==> src/rtl/rdback_serializer.sv <==
// Readback FIFO drain for the host link.
// Pulls one 4*DQ_WIDTH-bit entry at a time from the readback FIFO and emits it
// as NBEATS OUT_WIDTH-bit beats, least significant slice first, on a
// valid/ready stream. A transfer of xfer_len entries is armed by xfer_start.
// The final beat of the transfer carries tx_last, and xfer_done pulses once
// in the following cycle.
module rdback_serializer #(
  parameter int TCQ       = 100,
  parameter int DQ_WIDTH  = 64,
  parameter int OUT_WIDTH = 32,
  parameter int LEN_WIDTH = 16
) (
  input  logic                    clk,
  input  logic                    rst,
  input  logic                    xfer_start,
  input  logic [LEN_WIDTH-1:0]    xfer_len,
  output logic                    xfer_busy,
  output logic                    xfer_done,
  output logic [LEN_WIDTH-1:0]    entries_sent,
  input  logic                    rdback_fifo_empty,
  output logic                    rdback_fifo_rden,
  input  logic [4*DQ_WIDTH-1:0]   rdback_data,
  output logic                    tx_valid,
  input  logic                    tx_ready,
  output logic [OUT_WIDTH-1:0]    tx_data,
  output logic                    tx_last
);

  localparam int ENTRY_W = 4 * DQ_WIDTH;
  localparam int NBEATS  = ENTRY_W / OUT_WIDTH;
  localparam int BEAT_W  = (NBEATS > 1) ? $clog2(NBEATS) : 1;
  localparam logic [BEAT_W-1:0]    LAST_BEAT = BEAT_W'(NBEATS - 1);
  localparam logic [LEN_WIDTH-1:0] ONE_LEFT  = LEN_WIDTH'(1);

  // Elaboration-time sanity checks on the parameter set.
  if ((ENTRY_W % OUT_WIDTH) != 0) begin : g_bad_out_width
    $error("OUT_WIDTH must divide 4*DQ_WIDTH");
  end
  if (TCQ < 0) begin : g_bad_tcq
    $error("TCQ must be non-negative");
  end

  typedef enum logic [2:0] {
    IDLE,
    FETCH,
    LOAD,
    SEND,
    DONE
  } state_t;

  state_t               state;
  state_t               state_nx;
  logic [ENTRY_W-1:0]   shreg;
  logic [BEAT_W-1:0]    beat;
  logic [LEN_WIDTH-1:0] remaining;
  logic                 done_q;
  logic                 handshake;
  logic                 entry_end;

  assign handshake = tx_valid & tx_ready;
  assign entry_end = handshake & (beat == LAST_BEAT);

  // State register.
  always_ff @(posedge clk) begin
    if (rst) begin
      state <= IDLE;
    end else begin
      state <= state_nx;
    end
  end

  // Next-state logic plus the handshake-facing strobes.
  always_comb begin
    state_nx         = state;
    rdback_fifo_rden = 1'b0;
    tx_valid         = 1'b0;
    case (state)
      IDLE: begin
        if (xfer_start && (xfer_len != '0)) begin
          state_nx = FETCH;
        end
      end
      FETCH: begin
        // Gated with rst so a reset held across FETCH never pops the FIFO.
        if (!rdback_fifo_empty && !rst) begin
          rdback_fifo_rden = 1'b1;
          state_nx         = LOAD;
        end
      end
      LOAD: begin
        state_nx = SEND;
      end
      SEND: begin
        tx_valid = 1'b1;
        if (tx_ready && (beat == LAST_BEAT)) begin
          state_nx = (remaining == ONE_LEFT) ? DONE : FETCH;
        end
      end
      DONE: begin
        state_nx = IDLE;
      end
      default: begin
        state_nx = IDLE;
      end
    endcase
  end

  // Shift register, beat/entry counters and the registered done pulse.
  always_ff @(posedge clk) begin
    if (rst) begin
      shreg        <= '0;
      beat         <= '0;
      remaining    <= '0;
      entries_sent <= '0;
      done_q       <= 1'b0;
    end else begin
      done_q <= 1'b0;
      case (state)
        IDLE: begin
          if (xfer_start) begin
            remaining    <= xfer_len;
            entries_sent <= '0;
            // A zero-length transfer completes without ever leaving IDLE.
            if (xfer_len == '0) begin
              done_q <= 1'b1;
            end
          end
        end
        LOAD: begin
          shreg <= rdback_data;
          beat  <= '0;
        end
        SEND: begin
          if (handshake) begin
            shreg <= shreg >> OUT_WIDTH;
            beat  <= beat + 1'b1;
          end
          if (entry_end) begin
            beat         <= '0;
            entries_sent <= entries_sent + 1'b1;
            remaining    <= remaining - 1'b1;
            if (remaining == ONE_LEFT) begin
              done_q <= 1'b1;
            end
          end
        end
        default: begin
        end
      endcase
    end
  end

  // Busy covers every state that still owns the FIFO or the stream.
  always_comb begin
    xfer_busy = (state == FETCH) || (state == LOAD) || (state == SEND);
  end

  assign xfer_done = done_q;
  assign tx_data   = shreg[OUT_WIDTH-1:0];
  assign tx_last   = tx_valid & (beat == LAST_BEAT) & (remaining == ONE_LEFT);

endmodule

==> config.mk <==
export PLATFORM = sky130hd
export DESIGN_NAME = rdback_serializer
export DESIGN_NICKNAME = d
export VERILOG_FILES = /design/src/rtl/rdback_serializer.sv
export SDC_FILE = /design/constraint.sdc
export NUM_CORES = 1
export LEC_CHECK = 0
export CORE_UTILIZATION = 35
export CTS_CLUSTER_SIZE = 8
export DETAILED_ROUTE_END_ITERATION = 10
export DONT_BUFFER_PORTS = 1
export PLACE_DENSITY = 0.51
export RECOVER_POWER = 25
export SETUP_SLACK_MARGIN = 0.3
export SLEW_MARGIN = 10
export SYNTH_ARGS = -nofsm -noshare
export SYNTH_HDL_FRONTEND = slang
export SYNTH_SLANG_ARGS = --single-unit
==> constraint.sdc <==
create_clock -name clk -period 2.5 [get_ports clk]
set_input_delay 0.25 -clock clk [delete_from_list [all_inputs] [get_ports clk]]
set_output_delay 0.25 -clock clk [all_outputs]
set_load 0.005 [all_outputs]
==> flow_summary.yaml, run 1 <==
setup_path:
  max_stage_delay_ns: 0.61
  r2r-start: "state[0]"
  critPathCaptureType: "flop"
  r2r-end: "shreg[53]"
  cp_slowest_cell: "clkbuf_4"
  cp_max_fo: 66
  rr_worst_depth: 6
  ff2ff_setup_slack_ns: 0.32
  start_kind: "flop"
  cp.arrival_ns: 2.62
  critPathRequiredTime_ns: 2.93
  path_class: "reg2reg"
  cp_cell_sequence: "nand3b_1 -> buf_6 -> buf_4 -> clkbuf_4 -> nand2_1 -> a311oi_1"
worst_hold_path:
  hold_end: "remaining[2]"
  hold_start: "rst"
  hold_class: "in2reg"
  min_path_cells: 1
clock_network:
  cts_buffers: 43
  clockRootBuffer: "clkbuf_16"
  clk_latency_ns: 0.54
  cts_max_level: 2
  cts.clk_slew.worst_paths_ns: 0.05
  cts_num_sinks: 295
  clockBufferDepth: 3
  cts_tree: "yes"
pwr:
  peakVddDrop_mv: 0.466
  leakagePower_uw: 0.00605
  p_per_area_mw_per_mm2: 709
  combPwrFrac_pct: 11.6
  clkPwrFrac_pct: 43.9
  switchingPower_uw: 2960
  seqPwrFrac_pct: 44.4
  p_int_uw: 8860
  swShare_pct: 25.1
sta:
  tns_ns: 0
  drv_slew: 0
  fin_crit_ns: 2.18
  rsz0062_at_grt: "yes"
  setup_violations: 0
  holdWs_ns: -0.180
  timing.slew.headroom_pct: 50.3
  min_period_over_period_pct: 87.4
  worst_slew_pin_slew_ns: 0.745
  clock.fmax_mhz: 458
  hold_viol: 130
  skew_ns: 0.0178
global_routing:
  antenna_found_initial: 1
  grt_first_pass_wirelength_um: 62800
  grt_pass1_vias: 10800
  grt.overflow.total: 0
  gr-usage-all-layers_pct: 20.5
  grt_max_degree: 284
floorplanning:
  start_util_pct: 35.6
  io-pin-count: 330
  die_x_um: 195
  dieArea_mm2: 0.0380
  die_y_um: 195
  rows: 70
  core_area_mm2: 0.0366
layout:
  final_nets: 2074
  seqCellArea_mm2: 0.00591
  drive_above_1_share_pct: 6.07
  fillers: 3681
  design_area_mm2: 0.0167
  multi_input_area_mm2: 0.00625
  area_growth_pct: 28.1
detailed_routing:
  drc: 0
  wl_per_cell_um: 18.7
  routed_wl_um: 42300
  firstDrtPassIters: 6
  ant_nets: 0
  viasPerCell: 5.43
  vias: 12300
  drt_iter0_markers: 764
place:
  hpwl_um: 26700
  gp_congestion: 0.841
  place.port_buffers: 0
  place_area_mm2: 0.0132
logic_synthesis:
  synth-edff-count: 0
  async_reset_ff_share_pct: 0
  yosys_warnings: 0
  syn_area_per_cell_um2: 7.79
  ys_seq_area_share_pct: 45.4
  synth_nets: 1953
  synthCells: 1671
  ys.flop_type: "dfxtp_1"
  synth-seq-cells: 295
  netlist_area_mm2: 0.0130
  synth_cell_types: 52
flow_run:
  max_cap_violations: 0
status:
  violations: "hold timing"
  run_status: "complete, but fails checks"
[cell usage in the layout (no fill, tap or decap), drive strengths merged, types with 3 or more instances in the layout]
cell type / instances
a21oi: 30
a22oi: 34
and2: 4
nor4: 11
ha: 5
nand4b: 3
o21ai: 19
or4: 6
o31ai: 6
a32oi: 3
or3: 8
dfxtp: 295
dlygate4sd3: 215
inv: 14
o2111ai: 3
a211oi: 5
nand2: 462
nand4: 10
nor3: 13
nand3: 8
clkbuf: 53
buf: 39
and4: 4
o32ai: 4
nor2: 280
a311oi: 225
nand2b: 4
nor3b: 4
[final cells by class]
cell class              instances  share of cell area, %
multi-input cells            1177                   37.5
flip-flops and latches        295                   35.5
repair buffers                260                   16.0
clock buffers                  47                   6.86
well taps                     468                   3.51
inverters                      13                  0.450
repair inverters                2                  0.105
clock inverters                 1                 0.0525
diodes                          1                 0.0150
[how the worst max path moves through the flow]
stage               slack, ns          from          endpoint  cells after the start
finish                   0.32      state[0]         shreg[53]                      6
floorplan                0.56       beat[0]  entries_sent[15]                      8
detailed placement       0.22      state[0]      remaining[0]                      5
global placement         0.30      state[1]      remaining[0]                      5
CTS                      0.32  remaining[0]           tx_last                      4
global route             0.16      state[0]        shreg[106]                      6
[power by group through the flow]
stage | registers, uW | clock network, uW | logic, uW
final | 5250 | 5190 | 1380
after global routing | 5290 | 5500 | 1540
after CTS | 5250 | 5320 | 1120
after detailed placement | 5340 | 0 | 1080
after global placement | 5340 | 0 | 1060
after floorplan | 5250 | 0 | 970
[state kept, by name, summed over array words and instances (netlist names)]
name,count
beat,3
entries_sent,16
remaining,16
shreg,256
state,3
xfer_done,1
[per-layer routing]
metal	vias to the layer above	GRT usage [%]	share of wire [%]
met5	-	0	0
met4	0	5.66	1.9
met3	56	6.47	7.1
met2	396	29.5	42
met1	5721	29.1	49
li1	6112	-	-
[worst max-delay path: cells and delay by family (launching register included)]
kind	cells	cell delay (ns)
buf+inv	3	1.03
compound gates	1	0.29
simple gates	2	0.35
flops	1	0.38
[kinds of logic after synthesis]
| group | Yosys count | share of synthesized area (%) |
|---|---|---|
| adders and majority gates | 5 | 0.481 |
| DFF | 295 | 45.4 |
| AOI/OAI and AO/OA | 342 | 21.3 |
| and+or+nand+nor | 825 | 25.6 |
| xor gates and xnor gates | 3 | 0.202 |
| muxes | 2 | 0.173 |
| buffers and inverters | 199 | 6.92 |
[timing repair]
action / 4_1_cts / 5_1_grt
gates cloned: 1 / 3
buffers inserted: 1 / 3
pin swaps: 1 / 2
hold endpoints to repair: 281 / 240
hold buffers: 42 / 173
resized for setup: 5 / 12
endpoints found under the setup margin: 36 / 20
[cell usage after synthesis (5+ instances only)]
master	instances	area, um^2
or4_1	6	45.0
a22oi_1	34	255
o21ai_0	19	95.1
nand2_1	462	1730
nand3_1	8	40.0
nand4_1	10	62.6
buf_4	33	248
buf_2	12	60.1
buf_1	19	71.3
inv_1	13	48.8
or3_1	8	50.1
a21oi_1	29	145
a311oi_1	225	1970
ha_1	5	62.6
a211oi_1	5	37.5
dfxtp_1	295	5910
clkbuf_1	120	450
o31ai_1	6	45.0
nor2_1	280	1050
nor3_1	13	65.1
nor4_1	11	68.8
[per-stage QoR]
stage | setup WS [ns] | std cells | power (uW) | utilization (%) | hold slack [ns]
after floorplan | 0.561 | 1671 | 6220 | - | 0.390
after global placement | 0.299 | 1992 | 6400 | 36.0 | 0.364
after detailed placement | 0.222 | 1992 | 6420 | 36.0 | 0.357
after CTS | 0.317 | 2084 | 11700 | 40.5 | -0.214
after global routing | 0.163 | 2264 | 12300 | 45.5 | -0.202
final | 0.316 | 2264 | 11800 | 45.5 | -0.180
(Power assumes the default switching activity.)
==> inputs of run 2 (changes only) <==
- REMOVE_ABC_BUFFERS: not set -> 1
==> run 2 against run 1 <==
Effect of this change:
- hold slack improved by 0.029 ns
- the run still ends with hold timing left
- critical endpoint is now shreg[203]
- critical path depth did not move
- final cell count rose by 2.1%
- non-clock buffer count rose by 49
- clock skew fell by 0.0024 ns
- largest power group unchanged
- combinational power rose by 6%
- via count rose by 0.53%
- global-route usage fell by 1.6 points
- highest routed layer is now met5
==> flow_summary.yaml, run 2 (synthesis gave the netlist of run 1 again) <==
detailed_routing:
  ant_nets: 0
  routed_wl_um: 39300
  dr.max_layer_used: "met5"
  firstDrtPassIters: 7
  drc: 0
  viasPerCell: 5.34
  wl_met1_um: 17800
  wl_per_cell_um: 17.0
  vias: 12400
  wl_met2_um: 18200
  wl_met3_um: 2420
  drt_iter0_markers: 616
sta:
  worst_slew_pin_slew_ns: 1.34
  setup_violations: 0
  drv_slew: 0
  skew_ns: 0.0154
  clock.fmax_mhz: 446
  hold_viol: 15
  rsz0062_at_grt: "yes"
  fin_crit_ns: 2.24
  min_period_over_period_pct: 89.6
  timing.slew.headroom_pct: 10.3
  holdWs_ns: -0.150
layout:
  final_nets: 2121
  layout_common_cells: "nand2_1, dfxtp_1, nor2_1, dlygate4sd3_1, a311oi_1"
  layout_commonest_cell: "nand2_1"
  fillers: 3597
  stdcell_count: 2312
  multi_input_area_mm2: 0.00626
  reg_top3: "shreg: 256 flops, entries_sent: 16 flops, remaining: 16 flops"
  area_growth_pct: 31.8
  largest_register_ffs: 256
  drive_above_1_share_pct: 5.71
  design_area_mm2: 0.0172
  seqCellArea_mm2: 0.00591
  largest_register: "shreg"
global_routing:
  grt_pass1_vias: 10900
  gr-usage-all-layers_pct: 18.9
  grt.overflow.total: 0
  antenna_found_initial: 5
  grt_max_degree: 284
  grt_first_pass_wirelength_um: 58700
flow_run:
  max_cap_violations: 0
floorplanning:
  core_area_mm2: 0.0366
  rows: 70
  die_y_um: 195
  io-pin-count: 330
  start_util_pct: 35.6
  dieArea_mm2: 0.0380
  die_x_um: 195
place:
  hpwl_um: 21900
  place_area_mm2: 0.0131
  gp_congestion: 0.824
  dpl.cell_count: 1982
  place.port_buffers: 0
setup_path:
  endpoint: "shreg[203]"
  cp_max_fo: 85
  r2r-end: "shreg[203]"
  path_class: "reg2reg"
  start_kind: "flop"
  r2r-start: "state[1]"
  critPathCaptureType: "flop"
  rr_worst_depth: 6
  cp.arrival_ns: 2.64
  ff2ff_setup_slack_ns: 0.26
  max_stage_delay_ns: 0.70
  critPathRequiredTime_ns: 2.90
  cp_slowest_cell: "buf_4"
  cp-startpoint: "state[1]"
  cp_cell_sequence: "nand3b_1 -> buf_12 -> clkinv_16 -> buf_4 -> nand2_1 -> a311oi_1"
clock_network:
  cts_buffers: 42
  clockRootBuffer: "clkbuf_16"
  cts_num_sinks: 295
  cts_max_level: 2
  cts_tree: "yes"
  clockBufferDepth: 3
  clk_latency_ns: 0.54
  cts.clk_slew.worst_paths_ns: 0.05
pwr:
  leakagePower_uw: 0.00622
  p_per_area_mw_per_mm2: 682
  peakVddDrop_mv: 0.467
worst_hold_path:
  hold_class: "in2reg"
status:
  run_status: "complete, but fails checks"
  violations: "hold timing"
run 2: layout make-up:
| type | instances | area share (%) |
|---|---|---|
| Inverter | 13 | 0.438 |
| Clock buffer | 44 | 6.29 |
| Clock inverter | 1 | 0.0511 |
| Multi-Input combinational cell | 1177 | 36.5 |
| Antenna cell | 4 | 0.0584 |
| Timing Repair Buffer | 309 | 18.8 |
| Tap cell | 468 | 3.41 |
| Sequential cell | 295 | 34.5 |
| Timing Repair inverter | 1 | 0.0511 |
run 2: power by group:
part           internal [uW]  switching (uW)  leakage, uW
clock network           3010            2000     0.000536
logic                    726             737      0.00328
registers               5030             191      0.00241
total                   8770            2930      0.00622
run 2: critical path: cells and delay by family (launching register included):
kind                   cells  cell delay, ns
buffers and inverters      3            0.99
DFF                        1            0.41
AOI/OAI and AO/OA          1            0.33
and+or+nand+nor            2            0.29
run 2: how the worst min path moves through the flow:
stage,startpoint,end,slack (ns),cells past startpoint
2_1_floorplan,rst,beat[0],0.32,1
3_3_place_gp,rst,entries_sent[1],0.36,1
3_5_place_dp,rst,entries_sent[1],0.36,1
4_1_cts,rst,entries_sent[1],-0.23,1
5_1_grt,rst,entries_sent[1],-0.19,1
6_report,rst,entries_sent[1],-0.15,1
run 2: what timing repair did:
action | CTS | global route
endpoints found under the hold margin | 281 | 245
setup buffers | 2 | 6
setup endpoints to repair | 2 | 28
gates cloned | 1 | 4
resized for setup | 8 | 16
hold buffers | 125 | 143
pin swaps | 1 | 3
run 2: routing by layer:
| metal | vias up | GRT usage [%] |
|---|---|---|
| li1 | 6188 | - |
| met1 | 5760 | 25.0 |
| met2 | 343 | 29.2 |
| met3 | 57 | 5.01 |
| met4 | 2 | 7.32 |
| met5 | - | 0 |
run 2: per-stage QoR:
step                worst slack [ns]  TNS (ns)  util, %  hold slack [ns]  power, uW
finish                         0.260         0     46.9           -0.150      11700
global route                  0.0940         0     46.8           -0.194      12200
CTS                            0.301         0     42.4           -0.230      11700
detailed placement             0.336         0     35.9            0.360       6390
global placement               0.351         0     35.9            0.361       6360
floorplan                     -13.77  -3294.99        -            0.319       6380
==> inputs of run 3 (changes only) <==
- CORE_ASPECT_RATIO: not set -> 0.7
- RECOVER_POWER: 25 -> 100
==> run 3 against run 2 <==
Effect of this change:
- the flow still finishes with violations (hold timing)
- first-iteration DRC count grew 38%
- register-to-register slack gained 0.06 ns
- utilization shrank 5.2 points
- via count shrank 6.2%
- clock skew grew 0.0056 ns
- die area is essentially flat
- largest cell class unchanged
==> flow_summary.yaml, run 3 (synthesis gave the netlist of run 1 again) <==
status:
  run_status: "complete, but fails checks"
  violations: "hold timing"
setup_path:
  critPathRequiredTime_ns: 2.96
  cp_slowest_cell: "or3_1"
  cp_top_family: "simple AND/OR/NAND/NOR gates"
  crit_buf_inv: 0
  start_kind: "flop"
  max_stage_delay_ns: 0.47
  path_common_cell: "ha_1"
  cp_cell_sequence: "ha_1 -> ha_1 -> and4_1 -> o2111ai_1 -> or3_1 -> a21oi_1"
  critPathCaptureType: "flop"
  path_class: "reg2reg"
  cp.arrival_ns: 2.64
  cp_max_fo: 10
layout:
  final_nets: 1927
  largest_register: "shreg"
  layout_common_cells: "nand2_1, dfxtp_1, nor2_1, a311oi_1, dlygate4sd3_1"
  fillers: 3804
  design_area_mm2: 0.0151
  area_growth_pct: 16.0
  drive_above_1_share_pct: 6.32
  layout_commonest_cell: "nand2_1"
  largest_register_ffs: 256
  reg_top3: "shreg: 256 flops, entries_sent: 16 flops, remaining: 16 flops"
pwr:
  peakVddDrop_mv: 0.403
  leakagePower_uw: 0.00530
  p_per_area_mw_per_mm2: 754
  power.total_uw: 11400
clock_network:
  cts_tree: "yes"
  clockBufferDepth: 3
  clk_latency_ns: 0.53
  clockRootBuffer: "clkbuf_16"
  cts_max_level: 2
  cts_num_sinks: 295
  cts_buffers: 42
  cts.clk_slew.worst_paths_ns: 0.05
sta:
  holdWs_ns: -0.199
  timing.slew.headroom_pct: 52.5
  hold_viol: 206
  fin_crit_ns: 2.18
  rsz0062_at_grt: "yes"
  setup_violations: 0
  clock.fmax_mhz: 458
  min_period_over_period_pct: 87.4
  worst_slew_pin_slew_ns: 0.712
  fin_ws_ns: 0.315
  tns_ns: 0
  drv_slew: 0
  skew_ns: 0.0210
place:
  place_area_mm2: 0.0133
  place.port_buffers: 0
  hpwl_um: 23500
  gp_congestion: 0.831
  place_ws_ns: 0.363
detailed_routing:
  firstDrtPassIters: 5
  drc: 0
  ant_nets: 0
  vias: 11600
  drt_iter0_markers: 852
  viasPerCell: 5.44
  wl_per_cell_um: 17.6
  routed_wl_um: 37400
floorplanning:
  die_x_um: 232
  core_area_mm2: 0.0363
  dieArea_mm2: 0.0380
  rows: 58
  io-pin-count: 330
  die_y_um: 163
  start_util_pct: 35.9
global_routing:
  gr-usage-all-layers_pct: 18.6
  grt_pass1_vias: 10500
  antenna_found_initial: 4
  grt.overflow.total: 0
  grt_max_degree: 284
  grt_first_pass_wirelength_um: 57200
flow_run:
  max_cap_violations: 0
worst_hold_path:
  hold_class: "in2reg"
run 3: changes by cell type in the layout (fill, tap and decap cells not counted), sizes merged:
| cell | change |
|---|---|
| clkbuf | +10 |
| clkinvlp | +1 |
| buf | -6 |
| clkinv | -1 |
| dlygate4sd3 | -198 |
| bufinv | +1 |
| inv | -1 |
run 3: cell type report:
class	count	area, um^2	share of cell area (%)
Tap cell	480	601	3.98
Sequential cell	295	5910	39.2
Multi-Input combinational cell	1177	6250	41.4
Timing Repair inverter	1	8.76	0.0580
Antenna cell	4	10.0	0.0663
Clock buffer	44	1080	7.15
Inverter	13	78.8	0.522
Clock inverter	1	8.76	0.0580
Timing Repair Buffer	115	1150	7.60
run 3: worst paths after layout:
check / cells past startpoint / slack, ns / end / from
worst max-delay path: 6 / 0.32 / entries_sent[12] / beat[0]
worst min-delay path: 1 / -0.20 / shreg[48] / rst
worst max register to register: 6 / 0.32 / entries_sent[12] / beat[0]
worst min register to register: 2 / 0.46 / beat[2] / beat[2]
run 3: worst register-to-register path, stage by stage (launching register included):
cell       delay, ns
dfxtp_1         0.34
ha_1            0.16
ha_1            0.21
and4_1          0.39
o2111ai_1       0.38
or3_1           0.47
a21oi_1         0.15
run 3: per-stage QoR:
stage,cells,utilization (%)
detailed placement,2006,36.6
global route,2129,41.6
CTS,2089,40.7
finish,2130,41.6
global placement,2006,36.6
floorplan,1485,-
run 3: routing by layer:
layer | vias up | wire [um] | GRT usage [%] | share of wire (%)
li1 | 5821 | - | - | -
met1 | 5433 | 17300 | 25.6 | 46
met2 | 282 | 16600 | 27.8 | 45
met3 | 51 | 2620 | 5.25 | 7.0
met4 | 0 | 819 | 6.15 | 2.2
met5 | - | 0 | 0 | 0
run 3: repair_timing:
action | 4_1_cts | 5_1_grt
setup buffers | 1 | 3
setup endpoints to repair | 2 | 22
hold buffers | 37 | 33
cloned | 0 | 1
endpoints found under the hold margin | 281 | 268
resized for setup | 3 | 15
pin swaps | 1 | 3
run 3: where the power goes:
part           internal, uW  total [uW]  switching, uW  leakage [uW]
sequential             5030        5220            188       0.00241
clock                  3000        4980           1970      0.000536
combinational           512        1190            676       0.00235
total                  8550       11400           2840       0.00530
